$ cat src/rtl/mult_pkg.sv
// Shared definitions for the shift-and-add multiplier.
// Holds the FSM state encoding used by shift_add_mult.
package mult_pkg;

  typedef enum logic [1:0] {
    S_IDLE = 2'd0,
    S_RUN  = 2'd1,
    S_DONE = 2'd2
  } state_t;

endpackage

$ cat src/rtl/cla_add.sv
// Parametrised carry-lookahead adder: o_s = i_a + i_b + i_ci (mod 2^W).
// Ports: i_a, i_b [W-1:0] addends; i_ci carry-in; o_s [W-1:0] sum.
module cla_add #(
  parameter int W = 8
) (
  input  logic [W-1:0] i_a,
  input  logic [W-1:0] i_b,
  input  logic         i_ci,
  output logic [W-1:0] o_s
);

  logic [W-1:0] w_g;
  logic [W-1:0] w_p;
  logic [W-1:0] w_c;

  // Each carry is a flat sum-of-products of generate/propagate terms,
  // not a chain through the previous carry.
  always_comb begin
    logic t;
    w_g = i_a & i_b;
    w_p = i_a ^ i_b;
    w_c = '0;
    t   = 1'b0;
    for (int i = 0; i < W; i++) begin
      w_c[i] = 1'b0;
      for (int j = -1; j < i; j++) begin
        t = (j < 0) ? i_ci : w_g[j];
        for (int k = j + 1; k < i; k++) begin
          t = t & w_p[k];
        end
        w_c[i] = w_c[i] | t;
      end
    end
  end

  assign o_s = w_p ^ w_c;

endmodule

$ cat src/rtl/shift_add_mult.sv
// Sequential shift-and-add multiplier, unsigned or signed operands.
// Ports: clk, rst (sync, active-low), start, sgn, A, B -> busy, done, Y.
module shift_add_mult
  import mult_pkg::*;
#(
  parameter int WA = 4,
  parameter int WB = 4
) (
  input  logic             clk,
  input  logic             rst,
  input  logic             start,
  input  logic             sgn,
  input  logic [WA-1:0]    A,
  input  logic [WB-1:0]    B,
  output logic             busy,
  output logic             done,
  output logic [WA+WB-1:0] Y
);

  localparam int W  = WA + WB;
  localparam int CW = $clog2(WB + 1);

  state_t         r_state;
  logic [W-1:0]   r_acc;
  logic [W-1:0]   r_mcand;
  logic [WB-1:0]  r_mplr;
  logic [CW-1:0]  r_cnt;
  logic           r_neg;

  logic [WA-1:0]  w_amag;
  logic [WB-1:0]  w_bmag;
  logic           w_aneg;
  logic           w_bneg;
  logic           w_last;
  logic [W-1:0]   w_x;
  logic [W-1:0]   w_y;
  logic           w_ci;
  logic [W-1:0]   w_sum;

  // Magnitudes fit in WA/WB unsigned bits, including the most
  // negative value (e.g. |-8| = 4'b1000).
  assign w_aneg = sgn & A[WA-1];
  assign w_bneg = sgn & B[WB-1];
  assign w_amag = w_aneg ? (~A + 1'b1) : A;
  assign w_bmag = w_bneg ? (~B + 1'b1) : B;

  assign w_last = (r_cnt == CW'(WB));

  // Iterations add the shifted multiplicand; the final RUN cycle
  // reuses the adder as ~acc + 1 to apply the sign.
  assign w_x  = (w_last && r_neg) ? ~r_acc : r_acc;
  assign w_y  = (!w_last && r_mplr[0]) ? r_mcand : '0;
  assign w_ci = w_last & r_neg;

  cla_add #(.W(W)) u_add (
    .i_a  (w_x),
    .i_b  (w_y),
    .i_ci (w_ci),
    .o_s  (w_sum)
  );

  always_ff @(posedge clk) begin
    if (!rst) begin
      r_state <= S_IDLE;
      r_acc   <= '0;
      r_mcand <= '0;
      r_mplr  <= '0;
      r_cnt   <= '0;
      r_neg   <= 1'b0;
      busy    <= 1'b0;
      done    <= 1'b0;
      Y       <= '0;
    end else begin
      unique case (r_state)
        S_IDLE, S_DONE: begin
          done <= 1'b0;
          if (start) begin
            r_state <= S_RUN;
            r_acc   <= '0;
            r_mcand <= {{WB{1'b0}}, w_amag};
            r_mplr  <= w_bmag;
            r_cnt   <= '0;
            r_neg   <= w_aneg ^ w_bneg;
            busy    <= 1'b1;
          end else begin
            r_state <= S_IDLE;
          end
        end
        S_RUN: begin
          if (w_last) begin
            Y       <= w_sum;
            done    <= 1'b1;
            busy    <= 1'b0;
            r_state <= S_DONE;
          end else begin
            r_acc   <= w_sum;
            r_mcand <= r_mcand << 1;
            r_mplr  <= r_mplr >> 1;
            r_cnt   <= r_cnt + 1'b1;
          end
        end
        default: begin
          r_state <= S_IDLE;
          busy    <= 1'b0;
          done    <= 1'b0;
        end
      endcase
    end
  end

endmodule

$ cat config.mk
export PLATFORM = sky130hd
export DESIGN_NAME = shift_add_mult
export DESIGN_NICKNAME = d
export VERILOG_FILES = /design/src/rtl/mult_pkg.sv /design/src/rtl/cla_add.sv /design/src/rtl/shift_add_mult.sv
export SDC_FILE = /design/constraint.sdc
export NUM_CORES = 1
export LEC_CHECK = 0
export BUFFER_PORTS_ARGS = -buffer_cell sky130_fd_sc_hd__buf_2
export CAP_MARGIN = 20
export CORE_ASPECT_RATIO = 0.9
export CORE_MARGIN = 2
export CORE_UTILIZATION = 45
export CTS_CLUSTER_SIZE = 25
export DETAILED_ROUTE_END_ITERATION = 10
export PLACE_DENSITY_LB_ADDON = 0.08
export SLEW_MARGIN = 10
export SYNTH_ARGS = -nofsm -noshare
export SYNTH_HDL_FRONTEND = slang
export SYNTH_SLANG_ARGS = --single-unit
export TNS_END_PERCENT = 5
$ cat constraint.sdc
create_clock -name clk -period 8.2 [get_ports clk]
set_input_delay 0.82 -clock clk [delete_from_list [all_inputs] [get_ports clk]]
set_output_delay 0.82 -clock clk [all_outputs]
set_load 0.01 [all_outputs]
==> reports/qor.txt <==
DR vias -> 1,675
Final setup viols -> 0
power per cell area -> 173.0 mW/mm^2
fin util -> 52.87%
most frequent cells in the layout -> dfxtp_1 (36), nand2_1 (31), a21oi_1 (27)
Reg power frac -> 49.0%
Port Buffers -> 21
CP Max Fanout -> 12
most common cell after layout, fill and taps aside -> dfxtp_1
number of synthesized register bits -> 36
initial core utilization -> 47.35%
CTS buffer count -> 5
Arr. time, crit path -> 3.02 ns
final global-route overflow total -> 0
sequential area share after synthesis -> 37.11%
Yosys warning total -> 0
share of layout cells above drive strength 1 -> 14.51%
n_diodes -> 0
Worst Path Class, Setup -> reg2reg
Worst-path clk slew -> 0.07 ns
post-route total power -> 0.3750 mW
FILL cells -> 395
Fin Hold WS -> 0.4545 ns
CTS Sinks -> 36
RD Place Congestion -> 0.8004
Initial DRT Pass Iterations -> 4
Vias/cell -> 5.528
Pleak -> 0.9102 nW
Post-Syn Area -> 0.001942 mm^2
max-cap check violation count -> 0
Die ar. -> 0.004858 mm^2
Area growth syn-to-layout -> 11.66%
later-pin clock latency in the skew report -> 0.29 ns
syn_area_per_cell -> 8.228 um^2
async set-reset flop share out of synthesis -> 0%
top_reg_cell synth -> dfxtp_1
Hold Fails Final Rpt -> 0
Distinct cells, synth -> 42
H-tree levels -> 2
largest net degree at the start of global routing -> 27
status -> finished clean
Cells after Synth -> 236
internal power -> 0.2818 mW
die width -> 73.25 um
Core Rows -> 22
1st-iter DRT viols -> 136
power share of the clock group -> 41.2%
die height -> 66.32 um
CTS tree -> yes
Worst Path Required -> 8.38 ns
Max-slew headroom -> 38.66%
Detailed Place HPWL -> 3120 um
Worst-Margin Slew -> 0.9201 ns
HP Class -> reg2reg
Setup Buffers After CTS -> 0
Max Clock Skew -> 0.007604 ns
Startpoint Class -> register
Achievable Freq -> 352.4 MHz
clk buf depth -> 2
Setup crit end kind -> register
final wirelength -> 4364 um
nets@finish -> 279
RSZ-0062 raised after global routing -> false
initial antenna violation count -> 0
# IOs -> 22
clock period minus worst slack -> 2.838 ns
Final ANT Viol Nets -> 0
first-pass GRT wire length -> 7224 um
setup TNS -> 0 ns
clock root buffer -> clkbuf_8
Combinational Power Share -> 9.8%
period utilization -> 34.61%
Core ar. -> 0.004101 mm^2
area used by multi-input combinational logic -> 0.001126 mm^2
pins over their slew limit -> 0
Post-CTS Hold Buffers -> 0
Peak VDD IR -> 0.1037 mV
number of global-route vias before repair -> 1,506
Synth Net Count -> 261
GR Util All Layers -> 19.57%
Net Switching -> 0.09324 mW
wire length per cell -> 14.40 um
DRC viols -> 0
register area -> 720.7 um^2
Post-CTS Resized -> 0
EDFF count, synth -> 0
Sw Share -> 24.86%
Layout Cells excl Fill -> 303
cell total after placement -> 295
[final cells by class]
cell class,instances,share of cell area [%]
Multi-Input combinational cell,178,51.93
Sequential cell,36,33.24
Timing Repair Buffer,22,5.193
Clock buffer,6,3.347
Tap cell,48,2.770
Inverter,11,1.904
Clock inverter,2,1.616
[state kept, by name, indices dropped and copies added (netlist names)]
name	count
r_neg	1
r_cnt	3
busy	1
r_acc	8
Y	8
done	1
r_mcand	8
r_state	2
r_mplr	4
[worst max-delay path, cell delays in order, from the launching register on]
cell,delay [ns]
dfxtp_1,0.34
inv_1,0.07
ha_1,0.28
nand2_1,0.27
and3_1,0.30
ha_1,0.27
ha_1,0.20
o21ai_2,0.15
a32oi_2,0.16
a2111oi_1,0.43
or4_4,0.21
o21ai_2,0.04
[cells in the mapped netlist, types with 2 or more instances]
cell,n,area [um^2]
a22oi_1,2,15.01
xnor2_1,11,96.34
a31oi_1,2,12.51
clkbuf_1,6,22.52
nor2b_1,2,12.51
o21ai_0,5,25.02
nand2_1,31,116.4
nand2b_1,2,12.51
nor3_1,5,25.02
xor2_1,6,52.55
o21ai_2,3,26.28
o31ai_1,2,15.01
a21oi_1,27,135.1
o21ai_1,2,10.01
inv_1,9,33.78
nand3_1,20,100.1
o311ai_0,2,17.52
a211oi_1,2,15.01
buf_2,4,20.02
nand4_1,5,31.28
and3_1,7,43.79
nand4b_1,2,17.52
dfxtp_1,36,720.7
nor2_1,14,52.55
ha_1,12,150.1
[power by group through the flow]
stage	Sequential (mW)	Combinational [mW]	Clock, mW
after detailed placement	0.188	0.0368	0
after global placement	0.188	0.0369	0
after CTS	0.184	0.0371	0.158
final	0.184	0.0368	0.154
after global routing	0.185	0.0416	0.164
after floorplan	0.187	0.0253	0
[worst paths after layout]
path         startpoint         to  slack (ns)  cells past startpoint
max            r_cnt[0]   r_acc[6]        5.36                     11
max reg2reg    r_cnt[0]   r_acc[6]        5.36                     11
min           r_mplr[3]  r_mplr[2]        0.45                      2
min reg2reg   r_mplr[3]  r_mplr[2]        0.45                      2
[cell families (layout without fill, tap and decap cells)]
| group | count (synthesis) | after routing | synth area share [%] |
|---|---|---|---|
| fa+ha+maj | 13 | 13 | 8.763 |
| simple gates | 93 | 93 | 23.71 |
| compound gates | 55 | 55 | 17.85 |
| buf+inv | 22 | 41 | 4.896 |
| xor+xnor | 17 | 17 | 7.667 |
| flops | 36 | 36 | 37.11 |
[through the flow]
stage / cell area, um^2 / worst slack, ns
global placement: 2061 / 5.445
detailed placement: 2061 / 5.419
CTS: 2168 / 5.390
global route: 2168 / 5.158
floorplan: 1942 / 5.647
finish: 2168 / 5.362
[metal layers]
layer  GRT usage, %  part of all wire, %  vias up
met1          28.06                   52      780
met3          4.116                  2.3        7
met4          6.944                  1.6        0
met5              0                    0        -
met2          28.60                   44       18
li1               -                    -      870
No activity file was read; power rests on OpenSTA's default activity.
